`src/rtl/serial_addsub_pkg.sv`:
```
// Shared definitions for the serial add/subtract unit: FSM encoding and
// counter-width helpers.
package serial_addsub_pkg;

  typedef enum logic [1:0] {
    IDLE = 2'd0,
    RUN  = 2'd1,
    DONE = 2'd2
  } state_e;

  function automatic int unsigned clog2(input int unsigned v);
    int unsigned r;
    r = 0;
    while ((32'd1 << r) < v) begin
      r++;
    end
    return r;
  endfunction

  // A single-step configuration still needs a 1-bit counter.
  function automatic int unsigned cnt_width(input int unsigned steps);
    return (clog2(steps) > 0) ? clog2(steps) : 1;
  endfunction

endpackage

```
`src/rtl/ripple_chunk.sv`:
```
// Combinational BPC-bit ripple-carry adder slice; also exposes the carry
// into its MSB so the caller can form signed overflow.
module ripple_chunk #(
  parameter int unsigned BPC = 1
) (
  input  logic [BPC-1:0] i_a,
  input  logic [BPC-1:0] i_b,
  input  logic           i_cin,
  output logic [BPC-1:0] o_sum,
  output logic           o_cout,
  output logic           o_c_msb_in
);

  logic [BPC:0] w_c;

  always_comb begin
    w_c    = '0;
    o_sum  = '0;
    w_c[0] = i_cin;
    for (int i = 0; i < BPC; i++) begin
      o_sum[i]  = i_a[i] ^ i_b[i] ^ w_c[i];
      w_c[i+1]  = (i_a[i] & i_b[i]) | (w_c[i] & (i_a[i] ^ i_b[i]));
    end
  end

  assign o_cout     = w_c[BPC];
  assign o_c_msb_in = w_c[BPC-1];

endmodule

```
`src/rtl/serial_addsub.sv`:
```
// Multi-cycle add/subtract: latches operands on start, processes BPC bits per
// clock LSB first, then presents sum/cout/overflow with a one-cycle done pulse.
module serial_addsub
  import serial_addsub_pkg::*;
#(
  parameter int unsigned WIDTH = 8,
  parameter int unsigned BPC   = 1
) (
  input  logic             clk,
  input  logic             rst_n,
  input  logic             i_start,
  input  logic             i_sub,
  input  logic [WIDTH-1:0] i_a,
  input  logic [WIDTH-1:0] i_b,
  input  logic             i_cin,
  output logic             o_busy,
  output logic             o_done,
  output logic [WIDTH-1:0] o_sum,
  output logic             o_cout,
  output logic             o_overflow
);

  localparam int unsigned BpcSafe = (BPC == 0) ? 1 : BPC;
  localparam int unsigned STEPS   = WIDTH / BpcSafe;
  localparam int unsigned CW      = cnt_width(STEPS);

  if (WIDTH < 2 || BPC < 1 || BPC > WIDTH || (WIDTH % BpcSafe) != 0) begin : g_bad_params
    $error("serial_addsub: illegal WIDTH/BPC combination");
  end

  state_e           r_state, w_state_nxt;
  logic [CW-1:0]    r_step, w_step_nxt;
  logic [WIDTH-1:0] r_a_sh, w_a_sh_nxt;
  logic [WIDTH-1:0] r_b_sh, w_b_sh_nxt;
  logic [WIDTH-1:0] r_res, w_res_nxt;
  logic [WIDTH-1:0] r_sum, w_sum_nxt;
  logic             r_carry, w_carry_nxt;
  logic             r_cout, w_cout_nxt;
  logic             r_ovf, w_ovf_nxt;

  logic [BPC-1:0]   w_ch_sum;
  logic             w_ch_cout;
  logic             w_ch_c_msb_in;
  logic [WIDTH-1:0] w_res_shift;
  logic             w_last;

  ripple_chunk #(
    .BPC(BPC)
  ) u_chunk (
    .i_a       (r_a_sh[BPC-1:0]),
    .i_b       (r_b_sh[BPC-1:0]),
    .i_cin     (r_carry),
    .o_sum     (w_ch_sum),
    .o_cout    (w_ch_cout),
    .o_c_msb_in(w_ch_c_msb_in)
  );

  // New chunk enters from the top so the LSB chunk ends up at bit 0.
  assign w_res_shift = (r_res >> BPC) | (WIDTH'(w_ch_sum) << (WIDTH - BPC));
  assign w_last      = (r_step == CW'(STEPS - 1));

  always_comb begin
    w_state_nxt = r_state;
    w_step_nxt  = r_step;
    w_a_sh_nxt  = r_a_sh;
    w_b_sh_nxt  = r_b_sh;
    w_res_nxt   = r_res;
    w_carry_nxt = r_carry;
    w_sum_nxt   = r_sum;
    w_cout_nxt  = r_cout;
    w_ovf_nxt   = r_ovf;
    unique case (r_state)
      IDLE, DONE: begin
        w_state_nxt = IDLE;
        if (i_start) begin
          w_state_nxt = RUN;
          w_a_sh_nxt  = i_a;
          w_b_sh_nxt  = i_sub ? ~i_b : i_b;
          // Subtraction becomes a + ~b + ~cin.
          w_carry_nxt = i_cin ^ i_sub;
          w_step_nxt  = '0;
          w_res_nxt   = '0;
        end
      end
      RUN: begin
        w_a_sh_nxt  = r_a_sh >> BPC;
        w_b_sh_nxt  = r_b_sh >> BPC;
        w_carry_nxt = w_ch_cout;
        w_res_nxt   = w_res_shift;
        w_step_nxt  = r_step + CW'(1);
        if (w_last) begin
          w_state_nxt = DONE;
          w_step_nxt  = '0;
          w_sum_nxt   = w_res_shift;
          w_cout_nxt  = w_ch_cout;
          w_ovf_nxt   = w_ch_c_msb_in ^ w_ch_cout;
        end
      end
      default: w_state_nxt = IDLE;
    endcase
  end

  always_ff @(posedge clk or negedge rst_n) begin
    if (!rst_n) begin
      r_state <= IDLE;
      r_step  <= '0;
      r_a_sh  <= '0;
      r_b_sh  <= '0;
      r_res   <= '0;
      r_carry <= 1'b0;
      r_sum   <= '0;
      r_cout  <= 1'b0;
      r_ovf   <= 1'b0;
    end else begin
      r_state <= w_state_nxt;
      r_step  <= w_step_nxt;
      r_a_sh  <= w_a_sh_nxt;
      r_b_sh  <= w_b_sh_nxt;
      r_res   <= w_res_nxt;
      r_carry <= w_carry_nxt;
      r_sum   <= w_sum_nxt;
      r_cout  <= w_cout_nxt;
      r_ovf   <= w_ovf_nxt;
    end
  end

  assign o_busy     = (r_state == RUN);
  assign o_done     = (r_state == DONE);
  assign o_sum      = r_sum;
  assign o_cout     = r_cout;
  assign o_overflow = r_ovf;

endmodule
```
`config.mk`:
```
export PLATFORM = sky130hd
export DESIGN_NAME = serial_addsub
export DESIGN_NICKNAME = d
export VERILOG_FILES = /design/src/rtl/serial_addsub_pkg.sv /design/src/rtl/ripple_chunk.sv /design/src/rtl/serial_addsub.sv
export SDC_FILE = /design/constraint.sdc
export NUM_CORES = 1
export LEC_CHECK = 0
export CAP_MARGIN = 30
export CELL_PAD_IN_SITES_DETAIL_PLACEMENT = 1
export CELL_PAD_IN_SITES_GLOBAL_PLACEMENT = 2
export CORE_MARGIN = 2
export CORE_UTILIZATION = 34
export CTS_CLUSTER_DIAMETER = 40
export CTS_CLUSTER_SIZE = 12
export DETAILED_ROUTE_END_ITERATION = 12
export PLACE_DENSITY_LB_ADDON = 0.1
export SYNTH_ARGS = -nofsm -noshare
export SYNTH_HDL_FRONTEND = slang
export SYNTH_SLANG_ARGS = --single-unit
```
`constraint.sdc`:
```
create_clock -name clk -period 2.1 [get_ports clk]
set_input_delay 0.315 -clock clk [delete_from_list [all_inputs] [get_ports clk]]
set_output_delay 0.315 -clock clk [all_outputs]
set_load 0.01 [all_outputs]
```
Word-level counts from Yosys, hierarchy flattened
Index checks and enable logic that the tools add are counted.
{"block": "word_totals", "ff_bits": 40, "latch_bits": 0, "mem_bits_rw": 0, "mem_bits_ro": 0, "inputBits": 21, "elab_cells": 44, "n_memories": 0}
{"block": "classes", "addsub": 1, "mul": 0, "div_mod_pow": 0, "order_cmp": 0, "eq_ne": 5, "shift": 0, "n_mux": 15, "bitwise_logic": 9, "reduce_logical": 5}
{"operator": "$pmux 8 s2", "count": 3}
{"operator": "$mux 8", "count": 4}
{"operator": "$not 8->8", "count": 1}
{"operator": "$or 7x8->8", "count": 1}
{"operator": "$mux 3", "count": 2}
{"operator": "$pmux 3 s2", "count": 1}
{"operator": "$pmux 2 s2", "count": 1}
{"operator": "$reduce_and 2->1", "count": 2}
{"operator": "$xor 1x1->1", "count": 4}
{"operator": "$add 3x1->3 const B", "count": 1}
{"operator": "$eq 3x3->1 const B", "count": 1}
{"operator": "$and 1x1->1", "count": 2}
{"operator": "$eq 2x1->1 const B", "count": 1}
{"operator": "$eq 2x2->1 const B", "count": 1}
{"operator": "$logic_not 2->1", "count": 1}
{"operator": "$mux 1", "count": 2}
{"operator": "$mux 2", "count": 1}
{"operator": "$ne 2x1->1 const B", "count": 1}
{"operator": "$ne 2x2->1 const B", "count": 1}
{"operator": "$pmux 1 s2", "count": 1}
{"operator": "$reduce_bool 2->1", "count": 1}
{"operator": "$reduce_or 2->1", "count": 1}
{"operator": "$or 1x1->1", "count": 1}

Depth between registers and ports, before layout
{"block": "depth", "word_depth": 4, "mapped_depth": 6, "depth_no_buf": 5}

Modules after synthesis
A second synthesis with hierarchy kept.
{"block": "hier_totals", "hier_cells": 133, "hier_area_um2": 1686.6}
{"module": "serial_addsub", "instances": 1, "cells_per_inst": 131, "area_per_inst_um2": 1659.1, "seq_area_each_um2": 975.9}
{"module": "ripple_chunk", "instances": 1, "cells_per_inst": 2, "area_per_inst_um2": 27.5, "seq_area_each_um2": 0.0}

Least setup slack after synthesis
Ideal clock, no wire load.
{"block": "synth_path", "path_kind": "reg-to-reg", "start": "register r_step[0]", "end": "register r_cout, in the netlist o_cout", "arrival_time_ps": 1426, "required_ps": 1975, "slack_ps": 550, "stages_incl_launch_ff": 6, "n_path_buf": 1, "period_less_slack_ps": 1550, "path_cell_list": "dfrtp_1 ha_1 ha_1 nand3b_1 buf_2 mux2_2"}
{"block": "synth_via", "elab_chain_cells": 2}
{"item": "start: declaration", "line": "serial_addsub.sv:32", "source": "logic [CW-1:0] r_step, w_step_nxt;"}
{"item": "start signal: assignment", "line": "serial_addsub.sv:116", "source": "r_step <= w_step_nxt;"}
{"item": "$eq 3x3->1", "line": "serial_addsub.sv:60", "source": "assign w_last = (r_step == CW'(STEPS - 1));"}
{"item": "$reduce_and 2->1 (no source line)"}
{"item": "end signal: assignment", "line": "serial_addsub.sv:122", "source": "r_cout <= w_cout_nxt;"}
{"item": "end: declaration", "line": "serial_addsub.sv:38", "source": "logic r_cout, w_cout_nxt;"}
Every way passes these cells.
A chain may end at the register's enable or synchronous reset.

Worst setup path in the final report
{"block": "layout_path", "start": "register r_state[1]", "end": "output o_busy"}
{"block": "layout_via", "elab_chain_cells": 1}
{"item": "start: declaration", "line": "serial_addsub.sv:31", "source": "state_e r_state, w_state_nxt;"}
{"item": "start signal: assignment", "line": "serial_addsub.sv:115", "source": "r_state <= w_state_nxt;"}
{"item": "$eq 2x1->1", "line": "serial_addsub.sv:127", "source": "assign o_busy = (r_state == RUN);"}
{"item": "end: declaration", "line": "serial_addsub.sv:16", "source": "output logic o_busy,"}
Every way passes these cells.

==> results.md <==
- Wirelength per Cell: 14.9 um
- Layout cells sized above 1: 13.4%
- Worst slew pin tran: 0.876 ns
- Setup_tns: 0 ns
- # hold bufs at CTS: 0
- Vias post-DR: 1159
- Number of global-route vias before repair: 1212
- Tcrit/Tclk final: 96.5%
- CP endpoint kind: primary output
- DR iter-0 viols: 49
- Largest net degree at the start of global routing: 40
- CTS H-tree depth: 2
- Synthesized instance count: 132
- GPL Wtd Cong: 0.719
- Die height: 74.3 um
- Setup CP Type: reg -> out
- R2R depth: 4
- Effective utilization at floorplan: 35.3%
- Yosys warnings: 0
- Root Driver: clkbuf_8
- Status: complete, no violations
- Worst-path fanout max: 26
- Commonest non-fill, non-tap cell in the layout: dfrtp_1
- Core Region: 4750 um2
- Max clock buf depth: 2
- Post-CTS setup buffers: 0
- Antenna violations before repair: 0
- TritonCTS buffer count: 5
- Critical Path Start Type: flip-flop
- Post-Place Setup Slack: 0.237 ns
- I/O pins: 33
- Slew margin rel.: 41.6%
- Total congestion overflow: 0
- First-pass GRT wire length: 5930 um
- Most frequent cells in the layout: dfrtp_1 (39), clkdlybuf4s50_1 (31), a22o_1 (11), mux2_2 (9), xnor2_1 (9)
- CTS tree: built
- Layout Skew: 0.00573 ns
- Vias per Instance: 5.02
- Final min period: 2.03 ns
- Resize count post-CTS: 0
- Reg-to-reg endpoint: o_sum[7]
- Pre-antenna DRT Iters: 4
- Pwr dens: 1430 nW/um2
- Syn avg cell area: 12.7 um2
- Antenna-violating nets left: 0
- Clk Latency, worst-skew pair: 0.29 ns
- # diodes: 0
- P_leak: 0.950 nW
- Sequential area share after synthesis: 58.1%
- Mapped Nets: 156
- Final Max Tran Viols: 0
- Sequential cell area: 976 um2
- Die X: 74.3 um
- TritonCTS sink count: 39
- Worst hold-check path type: in -> async
- Dpl hpwl: 2340 um
- Drt drc: 0
- Final net count: 188
- Synthesized area: 1680 um2
- Post-synthesis register bit count: 39
- Routed WL: 3450 um
- Hold Violations, Final: 0
- Worst reg2reg setup slack: 0.31 ns
- Fillers: 519
- Multi-input gate area: 621 um2
- Fmax: 493 MHz
- Critical path launch point: r_state[1]
- Worst r2r src: r_step[0]
- GRT Total Usage: 14.4%
- Die ar.: 5520 um2
- I/O Buffers: 32
- Peak VDD IR: 0.426 mV
- Distinct cell type count after synthesis: 25
- Num rows: 25
- Setup ws final: 0.0734 ns
- Setup-failing EPs final: 0
- RSZ-0062 raised after global routing: false
- Max_cap viols: 0
- CP Data Required Time: 1.78 ns
- Clock transition at the registers of the reported paths: 0.07 ns
- CP arrival: 1.71 ns
- Synth-to-Final Area Change: 26.3%
## cells by family (layout without fill, tap and decap cells)
kind of cell	after synthesis	count (layout)	synth area share, %
flops	39	39	58.1
buf+inv	12	44	4.92
fa+ha+maj	3	3	2.68
mux	9	9	6.04
xor+xnor	10	10	5.22
compound gates	29	29	14.7
simple gates	30	30	8.35
## cells in the mapped netlist (all sizes together)
cell    instances  share of area, %
xor2            1              0.52
dfrtp          39                58
fa              1               1.2
a21o            1              0.45
mux2            9               6.0
buf            10               4.0
xnor2           9               4.7
o21ai           2              0.60
nand3b          1              0.45
nor3            1              0.30
ha              2               1.5
nand2b          2              0.75
nand3           7               2.1
nand2           8               1.8
a22oi           7               3.1
and2b           1              0.45
inv             2              0.89
nor2            9               2.2
a22o           11               5.7
a221o           8               4.8
nor2b           1              0.37
## where the power goes
group          total, mW  switching, mW  internal [mW]
clock              0.510          0.252          0.258
combinational       1.22          0.566          0.654
sequential          1.30          0.208           1.09
## layer usage
| metal | routed length (um) | track usage (%) | up-vias |
|---|---|---|---|
| met1 | 1510 | 18.2 | 592 |
| met3 | 169 | 3.39 | 5 |
| met4 | 64 | 7.14 | 0 |
| li1 | - | - | 534 |
| met2 | 1710 | 23.4 | 28 |
| met5 | 0 | 0 | - |
## layout make-up
cell class              instances  share of cell area [%]
well taps                      67                    3.95
repair buffers                 35                    15.9
clock buffers                   6                    3.89
inverters                       2                   0.708
multi-input cells              81                    29.3
flip-flops and latches         39                    46.0
clock inverters                 1                   0.236
## metrics by stage
| stage | hold WS [ns] | power (mW) | area, um2 | instances | utilization, % |
|---|---|---|---|---|---|
| 3_5_place_dp | 0.475 | 2.55 | 2030 | 224 | 42.8 |
| 6_report | 0.147 | 3.03 | 2120 | 231 | 44.6 |
| 3_3_place_gp | 0.461 | 2.49 | 2030 | 224 | 42.8 |
| 5_1_grt | 0.205 | 3.27 | 2120 | 231 | 44.6 |
| 2_1_floorplan | 0.0194 | 2.13 | 1680 | 132 | - |
| 4_1_cts | 0.175 | 3.08 | 2120 | 231 | 44.6 |
## sequential cells by signal (all words and copies together), names as in the netlist
register,flops
r_step,3
o_cout,1
o_overflow,1
r_res,7
r_b_sh,8
r_state,2
r_a_sh,8
r_carry,1
o_sum,8
## how the worst max path moves through the flow
| stage | endpoint | slack, ns |
|---|---|---|
| final | o_busy | 0.07 |
| after global routing | o_busy | 0.001 |
| after CTS | o_busy | 0.06 |
| after detailed placement | r_b_sh[5] | 0.24 |
| after global placement | r_b_sh[4] | 0.29 |
| after floorplan | o_cout | 0.55 |
## critical path, stage by stage (launching register included)
cell,delay [ns]
dfrtp_1,0.39
nand2b_1,0.25
inv_8,0.19
clkdlybuf4s50_1,0.59
Note: power is estimated with default switching activity, not from simulation.
==> variant 1: new RTL, same settings <==
Add an input register stage for `i_start`, `i_sub`, `i_a`, `i_b` and `i_cin`; this delays them by one clock.
--- a/src/rtl/serial_addsub.sv
+++ b/src/rtl/serial_addsub.sv
@@ -24,4 +24,18 @@
   localparam int unsigned STEPS   = WIDTH / BpcSafe;
   localparam int unsigned CW      = cnt_width(STEPS);
+
+  logic i_start_q;
+  logic i_sub_q;
+  logic [WIDTH-1:0] i_a_q;
+  logic [WIDTH-1:0] i_b_q;
+  logic i_cin_q;
+
+  always_ff @(posedge clk) begin
+    i_start_q <= i_start;
+    i_sub_q   <= i_sub;
+    i_a_q     <= i_a;
+    i_b_q     <= i_b;
+    i_cin_q   <= i_cin;
+  end
 
   if (WIDTH < 2 || BPC < 1 || BPC > WIDTH || (WIDTH % BpcSafe) != 0) begin : g_bad_params
@@ -73,10 +87,10 @@
       IDLE, DONE: begin
         w_state_nxt = IDLE;
-        if (i_start) begin
+        if (i_start_q) begin
           w_state_nxt = RUN;
-          w_a_sh_nxt  = i_a;
-          w_b_sh_nxt  = i_sub ? ~i_b : i_b;
+          w_a_sh_nxt  = i_a_q;
+          w_b_sh_nxt  = i_sub_q ? ~i_b_q : i_b_q;
           // Subtraction becomes a + ~b + ~cin.
-          w_carry_nxt = i_cin ^ i_sub;
+          w_carry_nxt = i_cin_q ^ i_sub_q;
           w_step_nxt  = '0;
           w_res_nxt   = '0;
Check against the original RTL: not equivalent (Yosys sat finds a counterexample within 4 cycles, from zero or initial values and one cycle with rst_n low).
==> variant 1 against the unedited design <==
- critical path depth is 1 higher
- sequential cell count up 19
- routed wire length rose by 13%
- setup slack gained 0.22 ns
- synthesized area rose by 23%
- power up 31%
- global-route usage is 0.72 points lower
- final area is 25% higher
- clock skew increased by 0.0023 ns
- largest cell class unchanged
==> variant 1: results (changes against the unedited design) <==
Worst setup path
  – CP arrival: 2.02 ns (+0.31 ns)
  – CP max FO: 12 (-54%)
  – CP max-delay cell: nand3b_1

Synth
  – Post-synthesis sequential area ratio: 0.659 (+0.0773)
  – Asr flop ratio synth: 0.672 (-0.328)
  – Synth cell types: 26 (+4.0%)
  – Synthesized cell area: 0.00206 mm^2 (+23%)
  – Commonest cells post-synth: dfrtp_1 (39), dfxtp_1 (19), a22o_1 (11), mux2_2 (9), xnor2_1 (9)
  – Mean Syn Cell Area: 13.6 um^2 (+7.2%)
  – Post-synthesis compound-gate area fraction: 0.120 (-0.0271)
  – Post-Synth XOR/XNOR Area: 0.0425 (-0.00963)

Drt
  – DRT Wirelength: 3890 um (+13%)
  – Starting DRC count in detailed routing: 87 (+78%)
  – Met1 WL: 1860 um (+24%)
  – Drt via density: 4.81 (-4.1%)
  – Drt wl/cell: 14.6 um (-1.9%)
  – Metal2 WL: 1780 um (+4.4%)

Layout
  – Synth-to-Final Area Change: 28.4%
  – Share of layout cells above drive strength 1: 0.147 (+0.0125)
  – Clock-cell share: 0.0785 (+0.0372)
  – Register share of the cell area: 0.513 (+0.0526)
  – Fill cells: 621 (+20%)
  – Fraction of area in multi-input gates: 0.235 (-0.0580)

Outcome
  – Status: complete, no violations

Placement
  – Cells after DPL: 250 (+12%)
  – Final HPWL DP: 2550 um (+8.7%)
  – DP Area: 0.00242 mm^2 (+19%)

GRT
  – Met2 Use GR: 0.201 (-0.0333)
  – GR Util met3: 0.0374 (+0.00349)
  – Vias in the first global route: 1337 (+10%)
  – Global-route wire length before repair: 6600 um (+11%)

Clock network
  – H-tree levels: 3 (+1)
  – Clk Latency, worst-skew pair: 0.33 ns (+0.04 ns)
  – CTS Buf Count: 9 (+4)
  – Clock sinks: 58 (+49%)

Power and ir drop
  – Worst-case vdd ir drop: 743 uV (+75%)

STA
  – Final Skew: 0.00800 ns (+0.00228 ns)
  – Worst-Margin Slew: 0.860 ns (-0.0153 ns)
variant 1: changes by cell type in the layout (fill, tap and decap cells not counted):
cell / before / now
clkdlybuf4s50_1: 31 / 30
clkbuf_1: 0 / 2
clkbuf_8: 6 / 12
inv_8: 1 / 0
buf_4: 3 / 2
dlymetal6s2s_1: 0 / 1
dfxtp_1: 0 / 19
bufinv_16: 0 / 2
variant 1: power breakdown:
part	total (mW)	leakage (nW)	internal, mW	switching, mW
Combinational	1.22	0.422	0.684	0.535
Clock	1.06	0.107	0.644	0.411
Sequential	1.68	0.657	1.46	0.223
variant 1: how the worst max path moves through the flow:
stage | to | slack [ns] | cells past startpoint
floorplan | o_sum[0] | 0.55 | 5
global placement | o_sum[0] | 0.35 | 4
detailed placement | o_sum[7] | 0.27 | 4
CTS | o_busy | 0.04 | 3
global route | o_sum[0] | 0.17 | 4
finish | o_sum[0] | 0.29 | 4
==> variant 2: new RTL, config.mk and constraints unchanged <==
Made on the original files. `WIDTH`: 8 -> 9.
--- a/src/rtl/serial_addsub.sv
+++ b/src/rtl/serial_addsub.sv
@@ -4,5 +4,5 @@
   import serial_addsub_pkg::*;
 #(
-  parameter int unsigned WIDTH = 8,
+  parameter int unsigned WIDTH = 9,
   parameter int unsigned BPC   = 1
 ) (
Ports: changed (resized i_a, i_b and o_sum); port bits go from 33 to 36. The function was not compared with the original's and may differ.
==> variant 2 against the unedited design <==
- setup slack better by 0.085 ns
- final area is 16% higher
- sequential cell count rose by 5
- clock skew is 0.00076 ns higher
- register-to-register slack better by 0.06 ns
- fmax grew 4.4%
- core utilization is 0.093 points lower
- synthesized area is 17% higher
- clock power up 6.7%
- routed wire length rose by 22%
- global-route usage is 0.17 points higher
- first-iteration DRC count up 55%
- combinational power grew 6%
- power grew 8.3%
- critical endpoint unchanged
==> variant 2: results (changes against the unedited design) <==
Outcome
  – Status: complete, no violations

GRT
  – All-layer global routing usage: 0.146 (+0.00172)
  – Global-route wire length before repair: 7150 um (+21%)
  – Vias in the first global route: 1459 (+20%)
  – Largest net degree at the start of global routing: 45 (+13%)

Synth
  – Synthesized Nets: 181 (+16%)
  – Post-synthesis sequential area ratio: 0.559 (-0.0218)
  – Cells after Synth: 155 (+17%)
  – Commonest cells post-synth: dfrtp_1 (44), a22o_1 (11), nand2_1 (11), nor2_1 (10), xnor2_1 (10)
  – Asr flop ratio synth: 1.00 (unchanged)

Clock network
  – Clock transition at the registers of the reported paths: 0.09 ns (+0.02 ns)
  – Cts repair resizes: 0 (unchanged)

Placement
  – Final HPWL DP: 2930 um (+25%)
  – GPL Wtd Cong: 0.698 (-2.8%)
  – Cells after DPL: 257 (+15%)
  – IO Port Bufs: 35 (+9.4%)

Power and ir drop
  – Leakage: 1.10 nW (+16%)
  – Worst-case vdd ir drop: 396 uV (-7.0%)
  – Sw power: 1.14 mW (+11%)

Drt
  – Drt via density: 5.03 (+0.18%)
  – Starting DRC count in detailed routing: 76 (+55%)
  – Drt wl/cell: 15.8 um (+6.0%)

Worst setup path
  – CP max FO: 10 (-62%)
  – FF-to-FF Start: r_state[0]
  – CP arrival: 1.63 ns (-0.08 ns)
  – Reg-to-reg slack, setup: 0.37 ns (+0.06 ns)
  – Worst r2r dst: r_res[6]

Layout
  – Fin cells: 265 (+15%)
  – Layout Nets: 218 (+16%)
  – Share of layout cells above drive strength 1: 0.150 (+0.0161)
  – Fill cells: 594 (+14%)

STA
  – Final Skew: 0.00648 ns (+0.000757 ns)
  – Worst-Margin Slew: 0.695 ns (-0.181 ns)

Worst hold path
  – Tightest Hold Check Type: in2async
[variant 2: cell types whose count changed in the layout (fill, tap and decap cells not counted), sizes merged, moves of 2 or more]
| cell | change |
|---|---|
| clkdlybuf4s50 | +3 |
| dfrtp | +5 |
| mux2 | +2 |
| nand2 | +3 |
| clkinvlp | +2 |
| nand3 | +2 |
| nor2 | +2 |
| buf | +3 |
| xor2 | +2 |
[variant 2: kinds of logic (layout without fill, tap and decap cells)]
family,Yosys count,count (layout),share of synthesized area
xor gates and xnor gates,13,13,0.0579
buffers and inverters,14,52,0.0439
DFF,44,44,0.559
and+or+nand+nor,39,39,0.102
muxes,11,11,0.0782
adders and majority gates,3,3,0.0229
AOI/OAI and AO/OA,31,31,0.135
[variant 2: worst max-delay path, stage by stage (launching register included)]
cell and delay, ns:
dfrtp_1 0.41, nand2b_2 0.20, inv_2 0.16, clkdlybuf4s50_1 0.56
[variant 2: metrics by stage]
stage | instance area, um^2 | setup slack [ns] | utilization | hold slack (ns)
2_1_floorplan | 1970 | 0.608 | - | 0.0194
3_3_place_gp | 2370 | 0.201 | 0.428 | 0.422
3_5_place_dp | 2370 | 0.127 | 0.428 | 0.437
4_1_cts | 2470 | 0.137 | 0.445 | 0.102
5_1_grt | 2470 | 0.0769 | 0.445 | 0.122
6_report | 2470 | 0.158 | 0.445 | 0.0851
[variant 2: cell type report]
type | instances | area share
sequential | 44 | 0.446
multi-input combinational | 97 | 0.317
tap | 72 | 0.0365
timing repair buffer | 41 | 0.158
inverter | 3 | 0.00457
clock inverter | 3 | 0.00964
clock buffer | 5 | 0.0279
[variant 2: power by group through the flow]
stage | Sequential (mW) | Combinational, mW | Clock, mW
after floorplan | 1.42 | 0.864 | 0
after global placement | 1.44 | 1.26 | 0
after detailed placement | 1.46 | 1.31 | 0
after CTS | 1.45 | 1.31 | 0.567
after global routing | 1.50 | 1.44 | 0.603
final | 1.45 | 1.29 | 0.544
[variant 2: metal layers]
metal	GRT usage	vias up	share of wire
met5	0	-	0
met4	0.0508	0	0.015
met3	0.0360	6	0.032
met2	0.234	26	0.47
met1	0.192	678	0.48
li1	-	622	-
[variant 2: worst min-delay path by stage]
stage	cells past startpoint	slack, ns	endpoint
6_report	2	0.09	o_sum[0]
5_1_grt	2	0.12	o_sum[1]
4_1_cts	2	0.10	o_sum[0]
3_5_place_dp	2	0.44	o_sum[0]
3_3_place_gp	2	0.42	o_sum[0]
2_1_floorplan	0	0.02	o_cout
